File: config.mk
export PLATFORM = sky130hd
export DESIGN_NAME = zx_sd_spi
export DESIGN_NICKNAME = d
export VERILOG_FILES = /design/src/rtl/zx_sd_spi.sv
export SDC_FILE = /design/constraint.sdc
export NUM_CORES = 1
export LEC_CHECK = 0
export CELL_PAD_IN_SITES_DETAIL_PLACEMENT = 0
export CELL_PAD_IN_SITES_GLOBAL_PLACEMENT = 1
export CORE_UTILIZATION = 45
export CTS_CLUSTER_DIAMETER = 40
export DETAILED_ROUTE_END_ITERATION = 10
export DONT_BUFFER_PORTS = 1
export PLACE_DENSITY = 0.84
export SETUP_SLACK_MARGIN = 0.15
export SLEW_MARGIN = 0
export SYNTH_ARGS = -nofsm -noshare
export SYNTH_HDL_FRONTEND = slang
export SYNTH_SLANG_ARGS = --single-unit
export TNS_END_PERCENT = 20
File: constraint.sdc
create_clock -name i_clk28 -period 2.89 [get_ports i_clk28]
set_input_delay 0.578 -clock i_clk28 [delete_from_list [all_inputs] [get_ports i_clk28]]
set_output_delay 0.578 -clock i_clk28 [all_outputs]
set_load 0.05 [all_outputs]
File: src/rtl/zx_sd_spi.sv
// SD-card SPI master for the Z-Controller ports (0x77 control, 0x57 data).
// One transfer in flight plus a one-entry pending buffer; mode-0 SCK from clk28.
module zx_sd_spi #(
  parameter int FAST_DIV = 1,
  parameter int SLOW_DIV = 35
) (
  input  logic       i_clk28,
  input  logic       i_rst_n,
  input  logic       i_ctrl_wr,
  input  logic       i_data_wr,
  input  logic       i_data_rd,
  input  logic [7:0] i_din,
  output logic [7:0] o_dout,
  output logic       o_busy,
  output logic       o_overrun,
  input  logic       i_sd_cd,
  input  logic       i_sd_miso,
  output logic       o_sd_cs_n,
  output logic       o_sd_sck,
  output logic       o_sd_mosi
);

  // state  | meaning
  // IDLE   | no transfer, sck=0, mosi=1
  // LOW    | sck=0, mosi holds current bit
  // HIGH   | sck=1, miso sampled on entry
  localparam logic [1:0] S_IDLE = 2'd0;
  localparam logic [1:0] S_LOW  = 2'd1;
  localparam logic [1:0] S_HIGH = 2'd2;

  localparam int MAXDIV = (SLOW_DIV > FAST_DIV) ? SLOW_DIV : FAST_DIV;
  localparam int CW     = $clog2(MAXDIV) + 1;

  logic [1:0]    r_state;
  logic [CW-1:0] r_cnt;
  logic [CW-1:0] r_div;
  logic [2:0]    r_bit;
  logic [7:0]    r_tx;
  logic [7:0]    r_rx;
  logic [7:0]    r_dout;
  logic          r_pend_v;
  logic [7:0]    r_pend_tx;
  logic          r_overrun;
  logic          r_cs;
  logic          r_slow;
  logic          r_cd_s1;
  logic          r_cd_sync;

  logic          w_strobe;
  logic [7:0]    w_tx;
  logic          w_slow_eff;
  logic [CW-1:0] w_div_m1;
  logic          w_active;
  logic          w_tick;
  logic          w_done;
  logic          w_start;
  logic [7:0]    w_start_tx;

  assign w_strobe   = i_data_wr | i_data_rd;
  assign w_tx       = i_data_wr ? i_din : 8'hFF;
  // a control write in the same cycle as a start already selects the new speed
  assign w_slow_eff = i_ctrl_wr ? i_din[2] : r_slow;
  assign w_div_m1   = w_slow_eff ? CW'(SLOW_DIV - 1) : CW'(FAST_DIV - 1);
  assign w_active   = (r_state != S_IDLE);
  assign w_tick     = (r_cnt == '0);
  assign w_done     = (r_state == S_HIGH) && w_tick && (r_bit == 3'd0);
  assign w_start    = ((r_state == S_IDLE) && w_strobe) ||
                      (w_done && (r_pend_v || w_strobe));
  assign w_start_tx = (w_done && r_pend_v) ? r_pend_tx : w_tx;

  always_ff @(posedge i_clk28 or negedge i_rst_n) begin
    if (!i_rst_n) begin
      r_state   <= S_IDLE;
      r_cnt     <= '0;
      r_div     <= '0;
      r_bit     <= 3'd0;
      r_tx      <= 8'hFF;
      r_rx      <= 8'hFF;
      r_dout    <= 8'hFF;
      r_pend_v  <= 1'b0;
      r_pend_tx <= 8'hFF;
      r_overrun <= 1'b0;
      r_cs      <= 1'b1;
      r_slow    <= 1'b1;
      r_cd_s1   <= 1'b1;
      r_cd_sync <= 1'b1;
    end else begin
      r_cd_s1   <= i_sd_cd;
      r_cd_sync <= r_cd_s1;

      if (i_ctrl_wr) begin
        r_cs      <= i_din[1];
        r_slow    <= i_din[2];
        r_overrun <= 1'b0;
      end

      // buffer slot frees at completion, so a strobe landing then is kept
      if (w_strobe && w_active) begin
        if (w_done) begin
          if (r_pend_v) r_pend_tx <= w_tx;
        end else if (!r_pend_v) begin
          r_pend_v  <= 1'b1;
          r_pend_tx <= w_tx;
        end else begin
          r_overrun <= 1'b1;
        end
      end else if (w_done && r_pend_v) begin
        r_pend_v <= 1'b0;
      end

      if (w_done) r_dout <= r_rx;

      if (w_start) begin
        r_state <= S_LOW;
        r_tx    <= w_start_tx;
        r_cnt   <= w_div_m1;
        r_div   <= w_div_m1;
        r_bit   <= 3'd7;
      end else begin
        case (r_state)
          S_LOW: begin
            if (w_tick) begin
              r_state <= S_HIGH;
              r_rx    <= {r_rx[6:0], i_sd_miso};
              r_cnt   <= r_div;
            end else begin
              r_cnt <= r_cnt - CW'(1);
            end
          end
          S_HIGH: begin
            if (w_tick) begin
              if (r_bit == 3'd0) begin
                r_state <= S_IDLE;
              end else begin
                r_state <= S_LOW;
                r_bit   <= r_bit - 3'd1;
                r_tx    <= {r_tx[6:0], 1'b1};
                r_cnt   <= r_div;
              end
            end else begin
              r_cnt <= r_cnt - CW'(1);
            end
          end
          default: r_state <= S_IDLE;
        endcase
      end
    end
  end

  assign o_dout    = r_dout;
  assign o_busy    = w_active | r_pend_v;
  assign o_overrun = r_overrun;
  assign o_sd_cs_n = r_cs | r_cd_sync;
  assign o_sd_sck  = (r_state == S_HIGH);
  assign o_sd_mosi = w_active ? r_tx[7] : 1'b1;

endmodule

# Word level (Yosys, flattened, before mapping)

Index checks and enable logic that the tools add are counted.

Equal/unequal tests: 9
Muxes and demuxes: 33
Bitwise operators: 4
Reductions and logical operators: 22
Add/sub/neg operators: 2

Operators by type and width:

| operator                                               | number |
|---|---|
| two-way mux 8 bit                                      | 9 |
| two-way mux 7 bit                                      | 4 |
| case mux 7 bit (2 select lines)                        | 1 |
| two-way mux 3 bit                                      | 4 |
| two-way mux 1 bit                                      | 10 |
| AND reduction 3 bit                                    | 3 |
| nonzero test 2 bit                                     | 4 |
| logical NOT 7 bit                                      | 1 |
| subtractor 7 x 1 -> 7 bit (second input constant)      | 1 |
| logical AND 1 bit                                      | 6 |
| two-way mux 2 bit                                      | 3 |
| two-way mux 6 bit                                      | 1 |
| inequality test 2 bit (second input constant)          | 3 |
| AND reduction 2 bit                                    | 3 |
| inequality test 4 bit (second input constant)          | 1 |
| case mux 2 bit (2 select lines)                        | 1 |
| logical NOT 3 bit                                      | 1 |
| inequality test 3 x 1 -> 1 bit (second input constant) | 1 |
| inequality test 3 bit (second input constant)          | 1 |
| bitwise OR 1 bit                                       | 3 |
| nonzero test 3 bit                                     | 1 |
| subtractor 3 x 1 -> 3 bit (second input constant)      | 1 |
| equality test 2 x 1 -> 1 bit (second input constant)   | 1 |
| equality test 2 bit (second input constant)            | 1 |
| other kinds (4)                                        | 5 |

Output and inout bits: 13
Logic and storage cells: 84
Bits in registers: 57
Input bits: 15

# Depth between registers and ports, before layout

Gate-level depths: netlist of the first run.

Word-level depth: 7
Gate-level depth with buffers: 11
Depth with buffers taken out: 9

# Worst setup path before layout of the first run

OpenSTA, ideal clock, no wires.

Path kind: register -> register
Start: register r_cnt[2]
End: register r_pend_tx[5]
Path buffers: 2
Arrival: 2.742 ns
Setup slack: 0.070 ns
Library setup time: 0.077 ns
Clock period less this slack: 2.820 ns
Stages on the path, launching flop included: 9
Required time: 2.813 ns
Cells stage by stage: dfrtp_1 or4_1 buf_2 nor4_4 ha_1 nor3_1 clkbuf_1 nor2_1 a31oi_1

Longest elaborated chain between the ends: 5
Elaborated cells between the ends (all ways): 7
Classes of those cells: eq/ne: 2; mux: 1; reduce/logical: 4

Ends and longest elaborated chain:

| item                                                                                            | RTL line | text |
|---|---|---|
| from (decl)                                                                                     | 35       | `logic [CW-1:0] r_cnt;` |
| from (signal assigned)                                                                          | 116      | `r_cnt <= w_div_m1;` |
| from (signal assigned)                                                                          | 125      | `r_cnt <= r_div;` |
| from (signal assigned)                                                                          | 127      | `r_cnt <= r_cnt - CW'(1);` |
| logical NOT 7 bit *                                                                             | 65       | `assign w_tick = (r_cnt == '0);` |
| logical AND 1 bit * (2 in series)                                                               | 66       | `assign w_done = (r_state == S_HIGH) && w_tick && (r_bit == 3'd0);` |
| net w_done                                                                                      | 55       | `logic w_done;` |
| inequality test 2 x 1 -> 1 bit (no source line) / inequality test 2 bit (equally long branches) | -        |  |
| AND reduction 3 bit (no source line)                                                            | -        |  |
| to (signal assigned)                                                                            | 100      | `if (r_pend_v) r_pend_tx <= w_tx;` |
| to (signal assigned)                                                                            | 103      | `r_pend_tx <= w_tx;` |
| to (decl)                                                                                       | 42       | `logic [7:0] r_pend_tx;` |

Mark *: on every way through the listed nets, which the timed path passes. The rest lies on a longest branch.
A chain may end at the register's enable or synchronous reset.

# Worst setup path in the final report of the first run

Start: register r_cnt[2]
End: register r_tx[4]

Longest elaborated chain between the ends: 7
Elaborated cells between the ends (all ways): 12
Classes of those cells: eq/ne: 1; mux: 2; reduce/logical: 9

Ends and longest elaborated chain:

| item                                                                                | RTL line | text |
|---|---|---|
| logical NOT 7 bit *                                                                 | 65       |  |
| logical AND 1 bit * (2 in series)                                                   | 66       |  |
| net w_done                                                                          | 55       |  |
| logical AND 1 bit                                                                   | 68       | `(w_done && (r_pend_v \|\| w_strobe));` |
| logical OR 1 bit                                                                    | 67       | `assign w_start = ((r_state == S_IDLE) && w_strobe) \|\|` |
| inequality test 2 bit (no source line) / nonzero test 2 bit (equally long branches) | -        |  |
| AND reduction 3 bit (no source line)                                                | -        |  |
| to (signal assigned)                                                                | 115      | `r_tx <= w_start_tx;` |
| to (signal assigned)                                                                | 137      | `r_tx <= {r_tx[6:0], 1'b1};` |
| to (decl)                                                                           | 38       | `logic [7:0] r_tx;` |

Marks and branches as above.

==> results_dict.tcl, run 1 <==
set metrics [dict create \
    status "finished, final reports clean" \
    ys.flop_type "dfstp_2" \
    post_dp_cell_area_sq_um 2650 \
    yosysWarningCount 0 \
    globalplace.congestion 0.821 \
    crit_path_start_kind "flop" \
    fin_util_pct 49.9 \
    ff2ff_path_depth 7 \
    setup_tns_ns 0 \
    cts-root-buf "clkbuf_8" \
    cp_max_fo 16 \
    die_h_um 77.6 \
    hold_slack_ns 0.0963 \
    drt_iter0_drc 113 \
    ant_nets 0 \
    start_util_pct 46.7 \
    netlist_area_sq_um 2570 \
    fp.dieW_um 77.6 \
    core_region_area_sq_um 5510 \
    synth_area_leaders "dfstp_2 (37%), dfrtp_1 (15%), mux2_2 (8.3%)" \
    syn-num-nets 263 \
    hold_viol_final 0 \
    num_antenna_cells 0 \
    grt_antenna_before_repair 0 \
    insertion_delay_ns 0.32 \
    max_cap_viol_count 0 \
    crit_required_ns 3.13 \
    htreeDepth 2 \
    setup_ws_ns 0.526 \
    rows 27 \
    setup_viol 0 \
    multi_input_comb_area_sq_um 1130 \
    critPathCaptureType "flop" \
    dr.pass1.iters 4 \
    wl_per_cell_um 16.9 \
    yosysTopAreaCellShare_pct 36.8 \
    ios 28 \
    synthArstFlopShare_pct 100 \
    grt_pass1_wl_um 9040 \
    viasPerCell 6.02 \
    synth-edff-count 0 \
    fin_crit_ns 2.36 \
    ys_seq_area_share_pct 51.4 \
    place_ws_ns 0.571 \
    period_share_pct 81.8 \
    synthCells 243 \
    layout.cells.non_filler 315 \
    fmax_mhz 423 \
    area_growth_pct 7.01 \
    p_per_area_nw_per_um2 447 \
    remaining_drc_errors 0 \
    slew_viol_final 0 \
    path_class "reg -> reg" \
    power_mw 1.23 \
    worstMarginPinSlew_ns 0.833 \
    syn_area_per_cell_sq_um 10.6 \
    wl_um 5320 \
    cp.arrival_ns 2.60 \
    seqCellArea_sq_um 1320 \
    p_leak_nw 1.09 \
    via_count 1896 \
    synth_cell_types 45 \
    yosys.area.top_type "dfstp_2" \
    final_nets 262 \
    drive_above_1_share_pct 32.5 \
    grt_max_degree 38 \
    skew_ns 0.00985 \
    grt.overflow.total 0 \
    grt_usage_pct 19.2 \
    clock-sinks 51 \
    grt_pass1_vias 1852 \
    fin_area_sq_um 2750 \
    hold_class "in -> async" \
    die_area_sq_um 6020 \
    path_clk_slew_ns 0.10 \
    io_buffers 0 \
    place_inst 306 \
    dpl.hpwl_um 3570 \
    clock_path_buffers 2 \
    nFillCells 508 \
    synth-seq-cells 51 \
    ir_worst_vdd_v 0.000287 \
    cts_tree "yes" \
    slew_headroom_pct 44.2 \
    cts_buffers 5 \
    cts_resized 0 \
    rsz0062_at_grt "no" \
]
-- cell type report --
class	count	area share, %
multi-input cells	161	41.2
repair buffers	7	2.00
flip-flops and latches	51	48.0
inverters	16	2.18
clock buffers	5	2.50
clock inverters	3	0.819
well taps	72	3.28
-- flip-flops by register name (all words and copies together) (netlist names) --
name       cells
o_dout         8
r_pend_tx      8
r_rx           8
r_tx           8
r_cnt          7
r_bit          3
r_state        2
o_overrun      1
r_cd_s1        1
r_cd_sync      1
r_cs           1
r_div          1
r_pend_v       1
r_slow         1
-- worst max-delay path, cell delays in order (launching register included) --
cell	delay [ns]
dfrtp_1	0.45
or4_1	0.68
nor4_4	0.22
ha_1	0.22
inv_1	0.22
nand3_1	0.16
o2111ai_1	0.10
a31oi_1	0.24
-- cells by family after synthesis --
logic type | Yosys count | synth area share [%]
AOI/OAI and AO/OA | 77 | 20.2
adders and majority gates | 5 | 2.43
buffers and inverters | 31 | 4.72
DFF | 51 | 51.4
muxes | 19 | 8.33
and+or+nand+nor | 60 | 13.0
-- cells in the final DEF, fill, tap and decap left out, types with 3 or more instances in the layout --
master and count:
or2_2 4, nor2_1 15, nand2_1 4, buf_4 6
a31oi_1 19, o21ai_0 13, nor3_1 4, clkbuf_8 5
o22ai_1 6, nand2b_1 6, ha_1 5, inv_1 16
dfrtp_1 15, a22o_1 3, o2111ai_1 8, dfstp_2 36
a21oi_1 12, mux2_2 19, nand3_1 12
-- worst paths after layout --
check	start	to	slack, ns
setup / recovery	r_cnt[2]$_DFFE_PN0P_	r_tx[4]$_DFFE_PN1P_	0.53
hold / removal	i_rst_n	r_rx[7]$_DFFE_PN1P_	0.1
setup reg to reg	r_cnt[2]$_DFFE_PN0P_	r_tx[4]$_DFFE_PN1P_	0.53
hold reg to reg	r_cd_s1$_DFF_PN1_	r_cd_sync$_DFF_PN1_	0.37
max in group asynchronous	i_rst_n	r_state[1]$_DFFE_PN0P_	1.68
min in group i_clk28	i_sd_cd	r_cd_s1$_DFF_PN1_	0.25
-- timing repair --
action,in CTS,in global routing
setup buffers,0,0
hold endpoints to repair,15,0
hold buffers,1,0
setup endpoints to repair,0,0
-- routing by layer --
layer / vias up / routed length [um] / track usage, %
met1: 938 / 2640 / 27.8
met4: 0 / 77 / 6.42
met3: 7 / 266 / 4.59
met2: 45 / 2340 / 28.0
met5: - / 0 / 0
li1: 906 / - / -
-- cell usage after synthesis (2+ instances only) --
cell type  count
ha_1           5
nor3_1         5
o21a_1         2
inv_1         16
or2_2          4
a221oi_1       2
dfrtp_1       15
buf_2          4
nor2_1        15
clkbuf_1      10
nand2_1        4
o22ai_1        6
nand2b_1       6
a22o_1         3
or3_1          2
nor2b_1        2
a21oi_1       12
nor3b_1        2
mux2_2        19
o2111ai_1      8
nand3_1       12
o21ai_0       13
dfstp_2       36
a31oi_1       19
-- power by group --
group / leakage [nW] / internal, mW / switching [mW]
Clock: 0.0489 / 0.176 / 0.253
Sequential: 0.539 / 0.746 / 0.0126
Combinational: 0.499 / 0.0177 / 0.0250
Total: 1.09 / 0.939 / 0.290
(Power assumes the default switching activity.)
==> inputs of run 2 (changes only) <==
Clock period 2.89 ns to 1.9 ns, I/O delays scaled along.
==> run 2 against run 1 <==
Net effect: the run now ends with setup timing left; die area unchanged; cell count increased by 12%; non-clock buffer count increased by 36; global-route usage increased by 1.8 points; utilization increased by 11 points; register-to-register slack got worse by 0.73 ns; sequential power increased by 53%; critical path type unchanged.
==> results_dict.tcl, run 2 (synthesis results as in run 1) <==
set metrics [dict create \
    p_int_mw 1.44 \
    layout_common_cells "dfstp_2 (36), buf_4 (31), a31oi_1 (17)" \
    p_leak_nw 1.34 \
    r2r_end "r_tx[4]$_DFFE_PN1P_" \
    swShare_pct 24.9 \
    die_h_um 77.6 \
    clock_path_buffers 2 \
    hold_slack_ns 0.0544 \
    layout_commonest_cell "dfstp_2" \
    worstMarginPinSlew_ns 0.494 \
    path_class "reg -> reg" \
    cts_tree "yes" \
    viasPerCell 5.91 \
    num_antenna_cells 0 \
    grt_pass1_vias 1987 \
    ios 28 \
    clock-sinks 51 \
    drive_above_1_share_pct 50.7 \
    clock_power_share_pct 35.1 \
    drt_iter0_drc 165 \
    pwr-share-seq_pct 60.0 \
    setup_viol 28 \
    wl_um 5980 \
    nFillCells 433 \
    io_buffers 0 \
    crit_required_ns 2.14 \
    crit_chain "or4_4 > nor4_4 > ha_4 > buf_12 > clkinvlp_4 > o2111ai_1 > a31oi_1" \
    crit_path_start_kind "flop" \
    ant_nets 0 \
    power_mw 1.92 \
    place_ws_ns -0.341 \
    grt_pass1_wl_um 9830 \
    slew_headroom_pct 67.1 \
    period_share_pct 111 \
    fmax_mhz 475 \
    grt_antenna_before_repair 0 \
    layout.cells.non_filler 352 \
    core_region_area_sq_um 5510 \
    r2r_start "r_cnt[4]$_DFFE_PN0P_" \
    ff2ff_path_depth 7 \
    die_area_sq_um 6020 \
    rsz0062_at_grt "yes" \
    setup_ws_ns -0.206 \
    fin_crit_ns 2.11 \
    path_clk_slew_ns 0.10 \
    slowest_delay_ns 0.56 \
    insertion_delay_ns 0.31 \
    cts-root-buf "clkbuf_8" \
    cp.arrival_ns 2.34 \
    cp_max_fo 8 \
    startpoint "r_cnt[4]$_DFFE_PN0P_" \
    area_growth_pct 29.6 \
    ir_worst_vdd_v 0.000437 \
    post_dp_cell_area_sq_um 2890 \
    p_per_area_nw_per_um2 577 \
    max_cap_viol_count 0 \
    endpoint "r_tx[4]$_DFFE_PN1P_" \
    critPathCaptureType "flop" \
    slew_viol_final 0 \
    status "complete, but fails checks" \
    combPwrFrac_pct 4.9 \
    skew_ns 0.00970 \
    dpl.hpwl_um 3780 \
    grt_max_degree 52 \
    hold_viol_final 0 \
    globalplace.congestion 0.848 \
    worstSetupPathDepth 7 \
    start_util_pct 46.7 \
    cp_slowest_cell "or4_4" \
    place_inst 335 \
    grt_usage_pct 20.9 \
    dr.pass1.iters 4 \
    remaining_drc_errors 0 \
    rows 27 \
    final_nets 299 \
    hold_class "in -> reg" \
    fin_area_sq_um 3330 \
    cts_buffers 5 \
    switchingPower_mw 0.479 \
    wl_per_cell_um 17.0 \
    setup_tns_ns -2.61 \
    grt.overflow.total 0 \
    htreeDepth 2 \
    crit_family "simple AND/OR/NAND/NOR gates" \
    fp.dieW_um 77.6 \
    crit_buf_inv 2 \
    via_count 2080 \
    violations "setup timing" \
    r2r_setup_slack_ns -0.21 \
    fin_util_pct 60.5 \
]
[run 2: area by class of cell]
type                    instances  area [sq um]  area share [%]
flip-flops and latches         51          1320            39.7
clock buffers                   5          68.8            2.07
well taps                      72          90.1            2.70
clock inverters                 3          27.5           0.826
repair buffers                 43           409            12.3
inverters                      16          63.8            1.92
repair inverters                1          7.51           0.225
multi-input cells             161          1340            40.3
[run 2: power by group through the flow]
stage | Clock [mW] | Combinational (mW) | Sequential, mW
after detailed placement | 0 | 0.0577 | 1.17
after global placement | 0 | 0.0559 | 1.17
after CTS | 0.690 | 0.0929 | 1.15
after global routing | 0.733 | 0.106 | 1.16
final | 0.675 | 0.0935 | 1.16
after floorplan | 0 | 0.0531 | 1.17
[run 2: worst reg2reg max path: stages, from the launching register on]
cell        delay [ns]
dfrtp_1           0.39
or4_4             0.56
nor4_4            0.22
ha_4              0.22
buf_12            0.11
clkinvlp_4        0.18
o2111ai_1         0.26
a31oi_1           0.10
[run 2: worst min path at each step]
stage | start | endpoint | slack (ns) | cells past startpoint
2_1_floorplan | i_rst_n | o_overrun$_DFF_PN0_ | 0.08 | 0
3_3_place_gp | i_rst_n | r_cnt[1]$_DFFE_PN0P_ | 0.09 | 0
3_5_place_dp | i_rst_n | r_cnt[0]$_DFFE_PN0P_ | 0.09 | 0
4_1_cts | i_sd_cd | r_cd_s1$_DFF_PN1_ | 0.05 | 0
5_1_grt | i_sd_cd | r_cd_s1$_DFF_PN1_ | 0.04 | 0
6_report | i_sd_cd | r_cd_s1$_DFF_PN1_ | 0.05 | 0
[run 2: metal layers]
layer / wire, um / share of wire, % / vias to the layer above / track usage (%)
met5: 0 / 0 / - / 0
met4: 100 / 1.7 / 0 / 6.79
met3: 299 / 5.0 / 8 / 4.35
met2: 2750 / 46 / 69 / 31.2
met1: 2830 / 47 / 1023 / 30.4
li1: - / - / 980 / -
[run 2: timing repair]
item                                    in CTS  in global routing
resized for setup                           35                 19
endpoints found under the setup margin      49                 50
pin swaps                                   23                  5
gates cloned                                 1                  0
buffers inserted                             4                  2
hold buffers                                 2                  0
hold endpoints to repair                    51                  0
==> inputs of run 3 (changes only) <==
Settings changed: RECOVER_POWER from default to 100.
==> run 3 against run 2 <==
Net effect: the flow still finishes with violations (setup timing); cell count unchanged; sequential power hardly changed; sequential cell count did not move; worst setup slack better by 0.0068 ns; critical path type unchanged; critical endpoint unchanged; highest routed layer unchanged.
==> results_dict.tcl, run 3 (synthesis results as in run 1) <==
set metrics [dict create \
    setup_viol 29 \
    layout.cells.non_filler 352 \
    hold_slack_ns 0.0547 \
    max_cap_viol_count 0 \
    place_ws_ns -0.341 \
    swShare_pct 24.9 \
    setup_tns_ns -2.57 \
    die_area_sq_um 6020 \
    drive_above_1_share_pct 47.9 \
    fin_crit_ns 2.10 \
    pwr-share-seq_pct 60.3 \
    htreeDepth 2 \
    r2r_setup_slack_ns -0.20 \
    dr.pass1.iters 4 \
    place_inst 335 \
    fin_util_pct 59.7 \
    fp.dieW_um 77.6 \
    viasPerCell 5.86 \
    r2r_start "r_cnt[4]$_DFFE_PN0P_" \
    grt_pass1_wl_um 9830 \
    layout_common_cells "buf_4 (31), dfstp_2 (30), a31oi_1 (17)" \
    combPwrFrac_pct 4.5 \
    cts-root-buf "clkbuf_8" \
    core_region_area_sq_um 5510 \
    remaining_drc_errors 0 \
    hold_viol_final 0 \
    clock_path_buffers 2 \
    status "complete, but fails checks" \
    skew_ns 0.00718 \
    final_nets 299 \
    wl_per_cell_um 16.9 \
    cts_buffers 5 \
    startpoint "r_cnt[4]$_DFFE_PN0P_" \
    holdPathStages 0 \
    ff2ff_path_depth 7 \
    cp_max_fo 8 \
    num_antenna_cells 0 \
    grt_antenna_before_repair 0 \
    globalplace.congestion 0.848 \
    worstHoldStart "i_sd_cd" \
    hold_end "r_cd_s1$_DFF_PN1_" \
    grt_usage_pct 20.9 \
    switchingPower_mw 0.477 \
    rows 27 \
    critPathCaptureType "flop" \
    p_int_mw 1.44 \
    cts_tree "yes" \
    p_per_area_nw_per_um2 582 \
    layout_commonest_cell "buf_4" \
    fmax_mhz 476 \
    ant_nets 0 \
    clock-sinks 51 \
    setup_ws_ns -0.200 \
    slew_headroom_pct 18.6 \
    rsz0062_at_grt "yes" \
    worstMarginPinSlew_ns 1.22 \
    ios 28 \
    start_util_pct 46.7 \
    violations "setup timing" \
    clock_power_share_pct 35.2 \
    via_count 2063 \
    p_leak_nw 1.33 \
    dpl.hpwl_um 3780 \
    period_share_pct 111 \
    area_growth_pct 27.9 \
    slew_viol_final 0 \
    wl_um 5970 \
    grt.overflow.total 0 \
    drt_iter0_drc 154 \
    grt_pass1_vias 1987 \
    r2r_end "r_tx[4]$_DFFE_PN1P_" \
    hold_class "in -> reg" \
    crit_path_start_kind "flop" \
    ir_worst_vdd_v 0.000433 \
    crit_required_ns 2.14 \
    path_class "reg -> reg" \
    grt_max_degree 52 \
    path_clk_slew_ns 0.10 \
    io_buffers 0 \
    cp.arrival_ns 2.34 \
    insertion_delay_ns 0.31 \
    die_h_um 77.6 \
]
==> run 3: cell types whose count changed in the layout (fill, tap and decap cells not counted), moves of 2 or more <==
cell / change
dfstp_2: -6
buf_6: -3
clkbuf_2: +2
clkbuf_4: +2
dfstp_1: +6
==> run 3: area by class of cell <==
type                       count  area [sq um]
timing repair buffer          43           373
tap                           72          90.1
fill                         440          2220
inverter                      16          63.8
multi-input combinational    161          1340
timing repair inverter         1          7.51
clock buffer                   5          68.8
sequential                    51          1320
clock inverter                 3          27.5
==> run 3: how the worst max path moves through the flow <==
| stage | end | cells after the start |
|---|---|---|
| finish | r_tx[4]$_DFFE_PN1P_ | 7 |
| global route | r_tx[2]$_DFFE_PN1P_ | 7 |
| CTS | r_tx[2]$_DFFE_PN1P_ | 7 |
| detailed placement | r_tx[2]$_DFFE_PN1P_ | 7 |
| global placement | r_tx[7]$_DFFE_PN1P_ | 7 |
| floorplan | r_pend_tx[5]$_DFFE_PN1P_ | 8 |
==> run 3: timing repair <==
action / CTS / global route
gates resized for setup: 35 / 19
cloned: 1 / 0
endpoints found under the setup margin: 49 / 50
pin swaps: 23 / 5
setup buffers: 4 / 2
endpoints found under the hold margin: 51 / 0
hold buffers: 2 / 0
==> run 3: power by group through the flow <==
stage | clock network [mW] | registers, mW | logic [mW]
floorplan | 0 | 1.17 | 0.0531
global placement | 0 | 1.17 | 0.0559
detailed placement | 0 | 1.17 | 0.0577
CTS | 0.690 | 1.15 | 0.0929
global route | 0.732 | 1.16 | 0.0982
finish | 0.674 | 1.15 | 0.0856
==> run 3: per-layer routing <==
layer	GRT usage [%]	share of wire, %
met1	30.4	47
met5	0	0
met4	6.79	1.7
met3	4.35	4.6
met2	31.2	46
==> run 3: per-stage QoR <==
stage               power, mW  cell area (sq um)
global placement         1.23               2890
CTS                      1.94               3220
global route             1.99               3290
floorplan                1.22               2590
detailed placement       1.23               2890
finish                   1.91               3290
==> run 3: worst max-delay path, cell delays in order, from the launching register on <==
cell and delay, ns:
dfrtp_1 0.39, or4_4 0.56, nor4_4 0.23, ha_4 0.22
buf_12 0.11, clkinvlp_4 0.17, o2111ai_1 0.25, a31oi_1 0.10
